<file path="config.mk">
export PLATFORM = sky130hd
export DESIGN_NAME = booth_mult_seq_flat
export DESIGN_NICKNAME = d
export VERILOG_FILES = /design/src/rtl/booth_mult_seq_pkg.sv /design/src/rtl/booth_mult_seq_if.sv /design/src/rtl/booth_mult_seq_addsub.sv /design/src/rtl/booth_mult_seq.sv /design/src/flat_wrapper.sv
export SDC_FILE = /design/constraint.sdc
export NUM_CORES = 1
export LEC_CHECK = 0
export BUFFER_PORTS_ARGS = -buffer_cell sky130_fd_sc_hd__buf_2
export CAP_MARGIN = 40
export CORE_ASPECT_RATIO = 0.6
export CORE_MARGIN = 3
export CORE_UTILIZATION = 35
export DETAILED_ROUTE_END_ITERATION = 6
export PLACE_DENSITY_LB_ADDON = 0.25
export SLEW_MARGIN = 20
export SYNTH_ARGS = -nofsm -noshare
export SYNTH_HDL_FRONTEND = slang
export SYNTH_SLANG_ARGS = --single-unit
</file>
<file path="constraint.sdc">
create_clock -name clk -period 3.3 [get_ports clk]
set_clock_uncertainty 0.2 [all_clocks]
set_input_delay 0.165 -clock clk [delete_from_list [all_inputs] [get_ports clk]]
set_output_delay 0.165 -clock clk [all_outputs]
set_load 0.01 [all_outputs]
</file>
<file path="src/rtl/booth_mult_seq_pkg.sv">
//------------------------------------------------------------------------------
// Module   : booth_pkg
// Brief    : Shared types and helpers for the sequential Booth multiplier.
//            The FINISH state is only reachable when BOOTH_EARLY_TERM_EN is set.
// Revision : 1.0 - initial release
//------------------------------------------------------------------------------
`default_nettype none

package booth_pkg;

   // Widest operand the extension helper can produce
   localparam int EXT_MAX = 64;

   // One-hot controller states
   typedef enum logic [6:0] {
      IDLE   = 7'b000_0001,
      EVAL   = 7'b000_0010,
      ADD    = 7'b000_0100,
      SUB    = 7'b000_1000,
      SHIFT  = 7'b001_0000,
      FINISH = 7'b010_0000,
      DONE   = 7'b100_0000
   } state_t;

   // Extend a width-bit operand: sign-extend when signed_flag=1, else zero-extend
   function automatic logic [EXT_MAX-1:0] ext_operand(input logic [EXT_MAX-1:0] value,
                                                      input logic               signed_flag,
                                                      input int                 width);
      logic [EXT_MAX-1:0] res;
      logic               fill;
      fill = signed_flag & value[width-1];
      for (int i = 0; i < EXT_MAX; i++) begin
         res[i] = (i < width) ? value[i] : fill;
      end
      return res;
   endfunction

endpackage

`default_nettype wire

</file>
<file path="src/rtl/booth_mult_seq_if.sv">
//------------------------------------------------------------------------------
// Module   : booth_mult_seq_if
// Brief    : Operand/product handshake bundle for booth_mult_seq.
// Revision : 1.0 - initial release
//------------------------------------------------------------------------------
`default_nettype none

interface booth_mult_seq_if #(
   parameter int WIDTH = 8
) ();

   logic               in_valid;
   logic               in_ready;
   logic               mode_signed;
   logic [WIDTH-1:0]   multiplicand;
   logic [WIDTH-1:0]   multiplier;
   logic               out_valid;
   logic               out_ready;
   logic [2*WIDTH-1:0] product;
   logic               busy;

   // Operand source / product consumer side
   modport master (
      output in_valid, mode_signed, multiplicand, multiplier, out_ready,
      input  in_ready, out_valid, product, busy
   );

   // Multiplier side
   modport slave (
      input  in_valid, mode_signed, multiplicand, multiplier, out_ready,
      output in_ready, out_valid, product, busy
   );

endinterface

`default_nettype wire

</file>
<file path="src/rtl/booth_mult_seq_addsub.sv">
//------------------------------------------------------------------------------
// Module   : booth_addsub
// Brief    : W-bit adder/subtractor, carry/borrow discarded.
// Revision : 1.0 - initial release
//------------------------------------------------------------------------------
`default_nettype none

module booth_addsub #(
   parameter int W = 9
) (
   input  logic [W-1:0] a,
   input  logic [W-1:0] b,
   input  logic         sub,
   output logic [W-1:0] sum
);

   // Single shared arithmetic unit for both Booth add and subtract steps
   always_comb begin
      sum = sub ? (a - b) : (a + b);
   end

endmodule

`default_nettype wire

</file>
<file path="src/rtl/booth_mult_seq.sv">
//------------------------------------------------------------------------------
// Module   : booth_mult_seq
// Brief    : Sequential radix-2 Booth multiplier, signed/unsigned per
//            transaction, valid/ready on operands and product.
//            Optional macro BOOTH_EARLY_TERM_EN skips trailing no-op
//            iterations with a single barrel shift.
// Revision : 1.0 - initial release
//------------------------------------------------------------------------------
`default_nettype none

module booth_mult_seq
   import booth_pkg::*;
#(
   parameter int WIDTH = 8,
   parameter int CNT_W = $clog2(WIDTH + 2)
) (
   input  logic              clk,
   input  logic              rst,
   booth_mult_seq_if.slave   bus
);

   // One extra bit lets unsigned maxima and the signed minimum be exact
   localparam int E = WIDTH + 1;

   state_t             state;
   logic [E-1:0]       a;
   logic [E-1:0]       q;
   logic [E-1:0]       m;
   logic               q_m1;
   logic [CNT_W-1:0]   cnt;
   logic [2*WIDTH-1:0] product_reg;
   logic               out_valid_reg;
   logic               busy_reg;

   logic [E-1:0]       m_ext;
   logic [E-1:0]       r_ext;
   logic [E-1:0]       sum;
   logic [2*E-1:0]     shift_val;

`ifdef BOOTH_EARLY_TERM_EN
   logic [E-1:0]          r_rem;
   logic signed [2*E-1:0] fin_val;
`endif

   assign m_ext = E'(ext_operand(EXT_MAX'(bus.multiplicand), bus.mode_signed, WIDTH));
   assign r_ext = E'(ext_operand(EXT_MAX'(bus.multiplier),   bus.mode_signed, WIDTH));

   // {A,Q} after one arithmetic right shift; Q[0] moves into Q_-1 separately
   assign shift_val = {a[E-1], a, q[E-1:1]};

`ifdef BOOTH_EARLY_TERM_EN
   // Collapse all remaining no-op iterations into one shift
   assign fin_val = $signed({a, q}) >>> cnt;
`endif

   booth_addsub #(.W(E)) u_addsub (
      .a   (a),
      .b   (m),
      .sub (state == SUB),
      .sum (sum)
   );

   assign bus.in_ready  = (state == IDLE);
   assign bus.out_valid = out_valid_reg;
   assign bus.product   = product_reg;
   assign bus.busy      = busy_reg;

   // Controller and datapath registers
   always_ff @(posedge clk) begin
      if (rst) begin
         state         <= IDLE;
         a             <= '0;
         q             <= '0;
         m             <= '0;
         q_m1          <= 1'b0;
         cnt           <= '0;
         product_reg   <= '0;
         out_valid_reg <= 1'b0;
         busy_reg      <= 1'b0;
`ifdef BOOTH_EARLY_TERM_EN
         r_rem         <= '0;
`endif
      end else begin
         case (state)
            IDLE: begin
               if (bus.in_valid) begin
                  m        <= m_ext;
                  q        <= r_ext;
                  a        <= '0;
                  q_m1     <= 1'b0;
                  cnt      <= CNT_W'(E);
                  busy_reg <= 1'b1;
`ifdef BOOTH_EARLY_TERM_EN
                  r_rem    <= r_ext;
`endif
                  state    <= EVAL;
               end
            end
            EVAL: begin
`ifdef BOOTH_EARLY_TERM_EN
               if (r_rem == {E{q_m1}}) state <= FINISH;
               else
`endif
               begin
                  case ({q[0], q_m1})
                     2'b01:   state <= ADD;
                     2'b10:   state <= SUB;
                     default: state <= SHIFT;
                  endcase
               end
            end
            ADD, SUB: begin
               a     <= sum;
               state <= SHIFT;
            end
            SHIFT: begin
               a    <= shift_val[2*E-1:E];
               q    <= shift_val[E-1:0];
               q_m1 <= q[0];
               cnt  <= cnt - CNT_W'(1);
`ifdef BOOTH_EARLY_TERM_EN
               r_rem <= {r_rem[E-1], r_rem[E-1:1]};
`endif
               if (cnt == CNT_W'(1)) begin
                  product_reg   <= shift_val[2*WIDTH-1:0];
                  out_valid_reg <= 1'b1;
                  state         <= DONE;
               end else begin
                  state <= EVAL;
               end
            end
            FINISH: begin
`ifdef BOOTH_EARLY_TERM_EN
               a             <= fin_val[2*E-1:E];
               q             <= fin_val[E-1:0];
               cnt           <= '0;
               product_reg   <= fin_val[2*WIDTH-1:0];
               out_valid_reg <= 1'b1;
               state         <= DONE;
`else
               state <= IDLE;
`endif
            end
            DONE: begin
               if (bus.out_ready) begin
                  out_valid_reg <= 1'b0;
                  busy_reg      <= 1'b0;
                  state         <= IDLE;
               end
            end
            default: begin
               out_valid_reg <= 1'b0;
               busy_reg      <= 1'b0;
               state         <= IDLE;
            end
         endcase
      end
   end

endmodule

`default_nettype wire

</file>
<file path="src/flat_wrapper.sv">
// flat-port wrapper written by rule: the top's interface ports become plain ports
module booth_mult_seq_flat import booth_pkg::*;
#(
   parameter int WIDTH = 8,
   parameter int CNT_W = $clog2(WIDTH + 2)
)
  (clk, rst, bus_in_valid, bus_mode_signed, bus_multiplicand, bus_multiplier, bus_out_ready, bus_in_ready, bus_out_valid, bus_product, bus_busy);
  booth_mult_seq_if #(.WIDTH(WIDTH)) bus_i ();
  input  logic clk;
  input  logic rst;
  input wire logic [$bits(bus_i.in_valid)-1:0] bus_in_valid;
  input wire logic [$bits(bus_i.mode_signed)-1:0] bus_mode_signed;
  input wire logic [$bits(bus_i.multiplicand)-1:0] bus_multiplicand;
  input wire logic [$bits(bus_i.multiplier)-1:0] bus_multiplier;
  input wire logic [$bits(bus_i.out_ready)-1:0] bus_out_ready;
  output wire logic [$bits(bus_i.in_ready)-1:0] bus_in_ready;
  output wire logic [$bits(bus_i.out_valid)-1:0] bus_out_valid;
  output wire logic [$bits(bus_i.product)-1:0] bus_product;
  output wire logic [$bits(bus_i.busy)-1:0] bus_busy;
  assign bus_i.in_valid = bus_in_valid;
  assign bus_i.mode_signed = bus_mode_signed;
  assign bus_i.multiplicand = bus_multiplicand;
  assign bus_i.multiplier = bus_multiplier;
  assign bus_i.out_ready = bus_out_ready;
  assign bus_in_ready = bus_i.in_ready;
  assign bus_out_valid = bus_i.out_valid;
  assign bus_product = bus_i.product;
  assign bus_busy = bus_i.busy;
  booth_mult_seq #(.WIDTH(WIDTH), .CNT_W(CNT_W)) u_core (.clk(clk), .rst(rst), .bus(bus_i));
endmodule
</file>
## Word-level counts from Yosys, hierarchy flattened

Index checks and enable logic that the tools add are counted.

| word-level totals | value |
|---|---|
| register bits | 57 |
| bits of input ports | 21 |
| output and inout port bits | 19 |
| word-level logic and storage cells | 64 |

| operators by class | value |
|---|---|
| add/sub/neg operators | 3 |
| equal/unequal tests | 13 |
| multiplexer cells | 19 |
| bitwise operators | 5 |
| reduce and logical (&&, ||, !) cells | 14 |

Operators with widths:

| cell | count |
|---|---|
| one-hot mux 7 bit (5 select lines) | 1 |
| two-way mux 9 bit | 3 |
| one-hot mux 9 bit (3 select lines) | 1 |
| two-way mux 7 bit | 3 |
| one-hot mux 9 bit (2 select lines) | 1 |
| one-hot mux 5 bit (2 select lines) | 1 |
| AND reduction 2 bit | 5 |
| OR reduction 5 bit | 2 |
| adder 9 bit | 1 |
| AND reduction 3 bit | 3 |
| subtractor 9 bit | 1 |
| one-hot mux 4 bit (2 select lines) | 1 |
| == test 7 x 1 -> 1 bit, second input constant | 1 |
| == test 7 x 2 -> 1 bit, second input constant | 1 |
| == test 7 x 3 -> 1 bit, second input constant | 1 |
| == test 7 x 4 -> 1 bit, second input constant | 1 |
| == test 7 x 5 -> 1 bit, second input constant | 1 |
| == test 7 x 6 -> 1 bit, second input constant | 1 |
| == test 7 bit, second input constant | 1 |
| one-hot mux 1 bit (3 select lines) | 2 |
| == test 4 x 1 -> 1 bit, second input constant | 1 |
| two-way mux 1 bit | 4 |
| two-way mux 4 bit | 1 |
| != test 2 bit, second input constant | 2 |
| 10 further kinds | 14 |

## Logic depth before layout (Yosys ltp)

| logic depth | value |
|---|---|
| word-level depth | 4 |
| gate-level depth with buffers | 12 |
| mapped depth without buffers | 11 |

## Hierarchy

A second synthesis with hierarchy kept.

| second synthesis, totals | value |
|---|---|
| cells, all modules | 345 |
| area total of the unflattened synthesis | 2872.8 um2 |

Modules (own cells, without submodules):

| module | times used | cells an instance | area each (um2) | seq. area each (um2) |
|---|---|---|---|---|
| booth_mult_seq | 1 | 276 | 2349.8 | 1121.1 |
| booth_addsub | 1 | 69 | 523.0 | 0.0 |

## Worst setup path after synthesis

OpenSTA, ideal clock, no wires.

| timing | value |
|---|---|
| kind | flip-flop to flip-flop |
| start | register u_core.state[2] |
| end | register u_core.a[5] |
| setup time | 0.106 ns |
| arrival time | 2.641 ns |
| required time | 2.994 ns |
| slack | 0.353 ns |
| stages on the path, launching flop included | 12 |
| buffers on the path | 1 |
| clock period less this slack | 2.947 ns |
| cells stage by stage | dfxtp_1 -> clkbuf_1 -> nor3_1 -> nand3_1 -> o21ai_0 -> inv_1 -> ha_1 -> nor2b_1 -> o31a_1 -> o21a_1 -> or4_1 -> o311ai_0 |

| on the way | value |
|---|---|
| word-level cells in the longest chain between the ends | 4 |
| elaborated cells on any way between the ends | 10 |
| those cells by class | eq/ne: 5; mux: 2; reduce/logical: 3 |

Ends and longest elaborated chain:

| what | line | text |
|---|---|---|
| from (decl) | booth_mult_seq.sv:25 | `state_t state;` |
| from (signal assigned) | booth_mult_seq.sv:71 | `state <= IDLE;` |
| from (signal assigned) | booth_mult_seq.sv:96 | `state <= EVAL;` |
| from (signal assigned) | booth_mult_seq.sv:106 | `2'b01: state <= ADD;` |
| == test 7 x 4 -> 1 bit or == test 7 x 3 -> 1 bit (tied branches) | booth_mult_seq.sv:59, booth_mult_seq.sv:84 |  |
| OR reduction 2 bit | booth_mult_seq.sv:84 | `case (state)` |
| nonzero test 3 bit (no source line) | -- |  |
| AND reduction 2 bit (no source line) | -- |  |
| to (signal assigned) | booth_mult_seq.sv:113 | `a <= sum;` |
| to (signal assigned) | booth_mult_seq.sv:117 | `a <= shift_val[2*E-1:E];` |
| to (decl) | booth_mult_seq.sv:26 | `logic [E-1:0] a;` |

Parallel ways exist; a longest one is shown, timed or not.
A chain may end at the register's enable or synchronous reset.

## Worst setup path after layout

| timing | value |
|---|---|
| start | register u_core.state[0] |
| end | register u_core.a[5] |

Same word-level chain as after synthesis.

==> results.ini <==
[detailed_routing]
drtIter0Drc=164
drt-total-wl_um=7044
antenna_left=0
avgViaCountPerCell=5.311
post_drt_wl_per_cell_um=14.14
drc=0
drt_first_pass_iters=4
vias=2645

[synth]
synth-compound-area-share_pct=19.59
syn_area_um2=2880
synth_top_family_by_area=simple AND/OR/NAND/NOR gates
synthMuxAreaShare_pct=2.780
ys_ff_latch=56
ys_types=53
syn-instance-count=347
synth-edff-count=0
synthFlopType=dfxtp_1
synth-simple-area-share_pct=24.15
ys_seq_area_share_pct=38.92
async_flop_share_pct=0
yosys.area_share.adder_pct=6.342
synth_area_per_cell_um2=8.300
synth_xor_area_share_pct=3.649
yosysWarnings=0
synth_fp_nets=382

[critical_path]
crit_fanout=7
cp_data_arrival_time_ps=2960
slowest_stage=or4_1
crit_family=simple AND/OR/NAND/NOR gates
critical_path_buf_inv_count=2
critPathRequiredTime_ps=3290
cp-start-kind=flip-flop
worst-setup-path-type=flip-flop to flip-flop
end_kind=flip-flop
path_cells=nor3_2 > nand3_1 > buf_4 > nand2_1 > o21ai_0 > inv_1 > ha_1 > nor2b_1 > o31a_1 > o21a_1 > or4_1 > o311ai_0
critPathMaxStageDelay_ps=450

[finish]
area_growth_pct=20.07
largest_reg_flops=16
fin_nets=428
instances_no_fill=498
layout-drive-gt1-share_pct=16.50
antenna_cells=0

[place]
port_buffers=39
dp_cells=481
dp_hpwl_um=5197
gp_congestion=0.8624

[pwr]
p_sw_uw=872.3
peakVddDrop_v=0.0002775
clkPwrFrac_pct=24.7
p_leak_uw=0.001402
combPwrFrac_pct=40.6
p_seq_share_pct=34.7
power.share.switching_pct=35.80
cellPowerDensity_nw_per_um2=704.5
total_power_uw=2436
power.internal_uw=1564

[cts]
clockBufferDepth=2
cts_sinks=56
cts_tree=done
worstSkewPairLatency_ps=290
htree_levels=2
cts_buffers=5
clkTransAtPathRegs_ps=70
cts_root_buf=clkbuf_16

[timing]
rsz0062_at_grt=false
tns_ps=0
relSlewSlack_pct=49.17
setup_viol=0
min_period_ps=2969
tightest_slew_ps=762.4
maxSlewViolCount=0
post-route-period-util_pct=89.97
hold_violations=0
clock.fmax_ghz=0.3368

[floorplanning]
start_util_pct=37.76
core_um2=7627
num_rows=24
die_y_um=76.27
die_area_um2=9390
die_x_um=123.1
io-pin-count=40

[min_path]
hold_path_class=input port to flip-flop

[grt]
grt_pass1_vias=2458
grt_max_degree=42
track_usage_pct=15.93
antenna_found_initial=0
gr-total-overflow=0
grt_pass1_wl_um=12180

[outcome]
outcome=complete, no violations

[run]
drv_cap=0

-- power by group through the flow --
stage | clock network (µW) | registers (µW) | logic [µW]
3_3_place_gp | 0 | 852 | 964
4_1_cts | 619 | 842 | 985
6_report | 602 | 845 | 990
3_5_place_dp | 0 | 857 | 971
5_1_grt | 647 | 858 | 1130
2_1_floorplan | 0 | 839 | 745
-- synthesized netlist by cell type, types with 2 or more instances --
cell | instances | area [µm²]
and2_1 | 3 | 18.77
and3_1 | 3 | 18.77
nand3_1 | 24 | 120.1
or4_4 | 2 | 22.52
o21a_1 | 4 | 30.03
ha_1 | 13 | 162.7
buf_2 | 4 | 20.02
nor4b_1 | 2 | 17.52
nand2_1 | 43 | 161.4
nor3_1 | 7 | 35.03
nor2b_1 | 3 | 18.77
nor2_1 | 30 | 112.6
a31oi_1 | 7 | 43.79
o311ai_0 | 2 | 17.52
nor3b_1 | 3 | 22.52
a41oi_1 | 2 | 17.52
clkbuf_1 | 14 | 52.55
mux2i_1 | 8 | 80.08
nand2b_1 | 3 | 18.77
a21oi_1 | 34 | 170.2
o31a_1 | 2 | 17.52
o31ai_1 | 2 | 15.01
or4_1 | 2 | 15.01
xnor2_1 | 6 | 52.55
nand3b_1 | 2 | 15.01
o21ai_0 | 11 | 55.05
dfxtp_1 | 56 | 1121
a221oi_1 | 3 | 26.28
xor2_1 | 6 | 52.55
inv_1 | 12 | 45.04
a211oi_1 | 12 | 90.09
-- repair_timing --
action                                 in CTS  in global routing
endpoints found under the hold margin       9                  0
gates resized for setup                     0                  1
hold buffers                                9                  0
setup buffers                               0                  0
setup endpoints to repair                   0                  2
-- cell usage in the layout, fill, tap and decap left out, types with 10 or more instances in the layout --
master / instances
a21oi_1: 34
buf_4: 10
a211oi_1: 12
nand3_1: 24
ha_1: 13
nand2_1: 43
inv_1: 12
buf_2: 39
o21ai_0: 11
nor2_1: 30
dfxtp_1: 56
-- cell families (layout without fill, tap and decap cells) --
family,count (synthesis),count (layout)
multiplexers,8,8
AO/OA/AOI/OAI,88,88
buffers and inverters,31,78
adder cells (fa/ha/maj),14,14
flip-flops,56,56
AND/OR/NAND/NOR,138,138
XOR/XNOR,12,12
-- worst paths after layout --
path | start | end | slack (ps) | cells after the start
max reg2reg | u_core.state[0] | u_core.a[5] | 330 | 12
max | u_core.state[0] | u_core.a[5] | 330 | 12
min reg2reg | u_core.bus.product[5] | u_core.bus.product[5] | 250 | 2
min | bus_multiplier[6] | u_core.q[6] | 7 | 3
-- routing by layer --
| metal | wire (µm) | vias up | share of wire, % | global-route usage [%] |
|---|---|---|---|---|
| li1 | - | 1339 | - | - |
| met1 | 3783 | 1238 | 54 | 24.54 |
| met2 | 2817 | 61 | 40 | 22.29 |
| met3 | 387 | 7 | 5.5 | 4.154 |
| met4 | 55 | 0 | 0.78 | 2.762 |
| met5 | 0 | - | 0 | 0 |
-- area by class of cell --
cell class,instances,area (µm²)
inverters,12,45.04
clock buffers,6,128.9
well taps,104,130.1
multi-input cells,260,1638
repair buffers,58,360.3
fillers,797,4169
clock inverters,2,35.03
flip-flops and latches,56,1121
-- worst reg2reg max path: cells and delay by family, from the launching register on --
family | cells | cell delay, ps
adders and majority gates | 1 | 210
and+or+nand+nor | 5 | 1110
DFF | 1 | 370
buffers and inverters | 2 | 290
AOI/OAI and AO/OA | 4 | 710
-- per-stage QoR --
step | hold slack, ps | utilization, % | worst slack, ps | area [µm²]
after floorplan | 101.0 | - | 353.4 | 2880
after global placement | 206.8 | 41.95 | 283.0 | 3199
after detailed placement | 214.1 | 41.95 | 230.0 | 3199
after CTS | 5.741 | 45.28 | 216.2 | 3453
after global routing | 15.96 | 45.34 | 59.95 | 3458
final | 6.907 | 45.34 | 331.1 | 3458
Note: power is estimated with default switching activity, not from simulation.
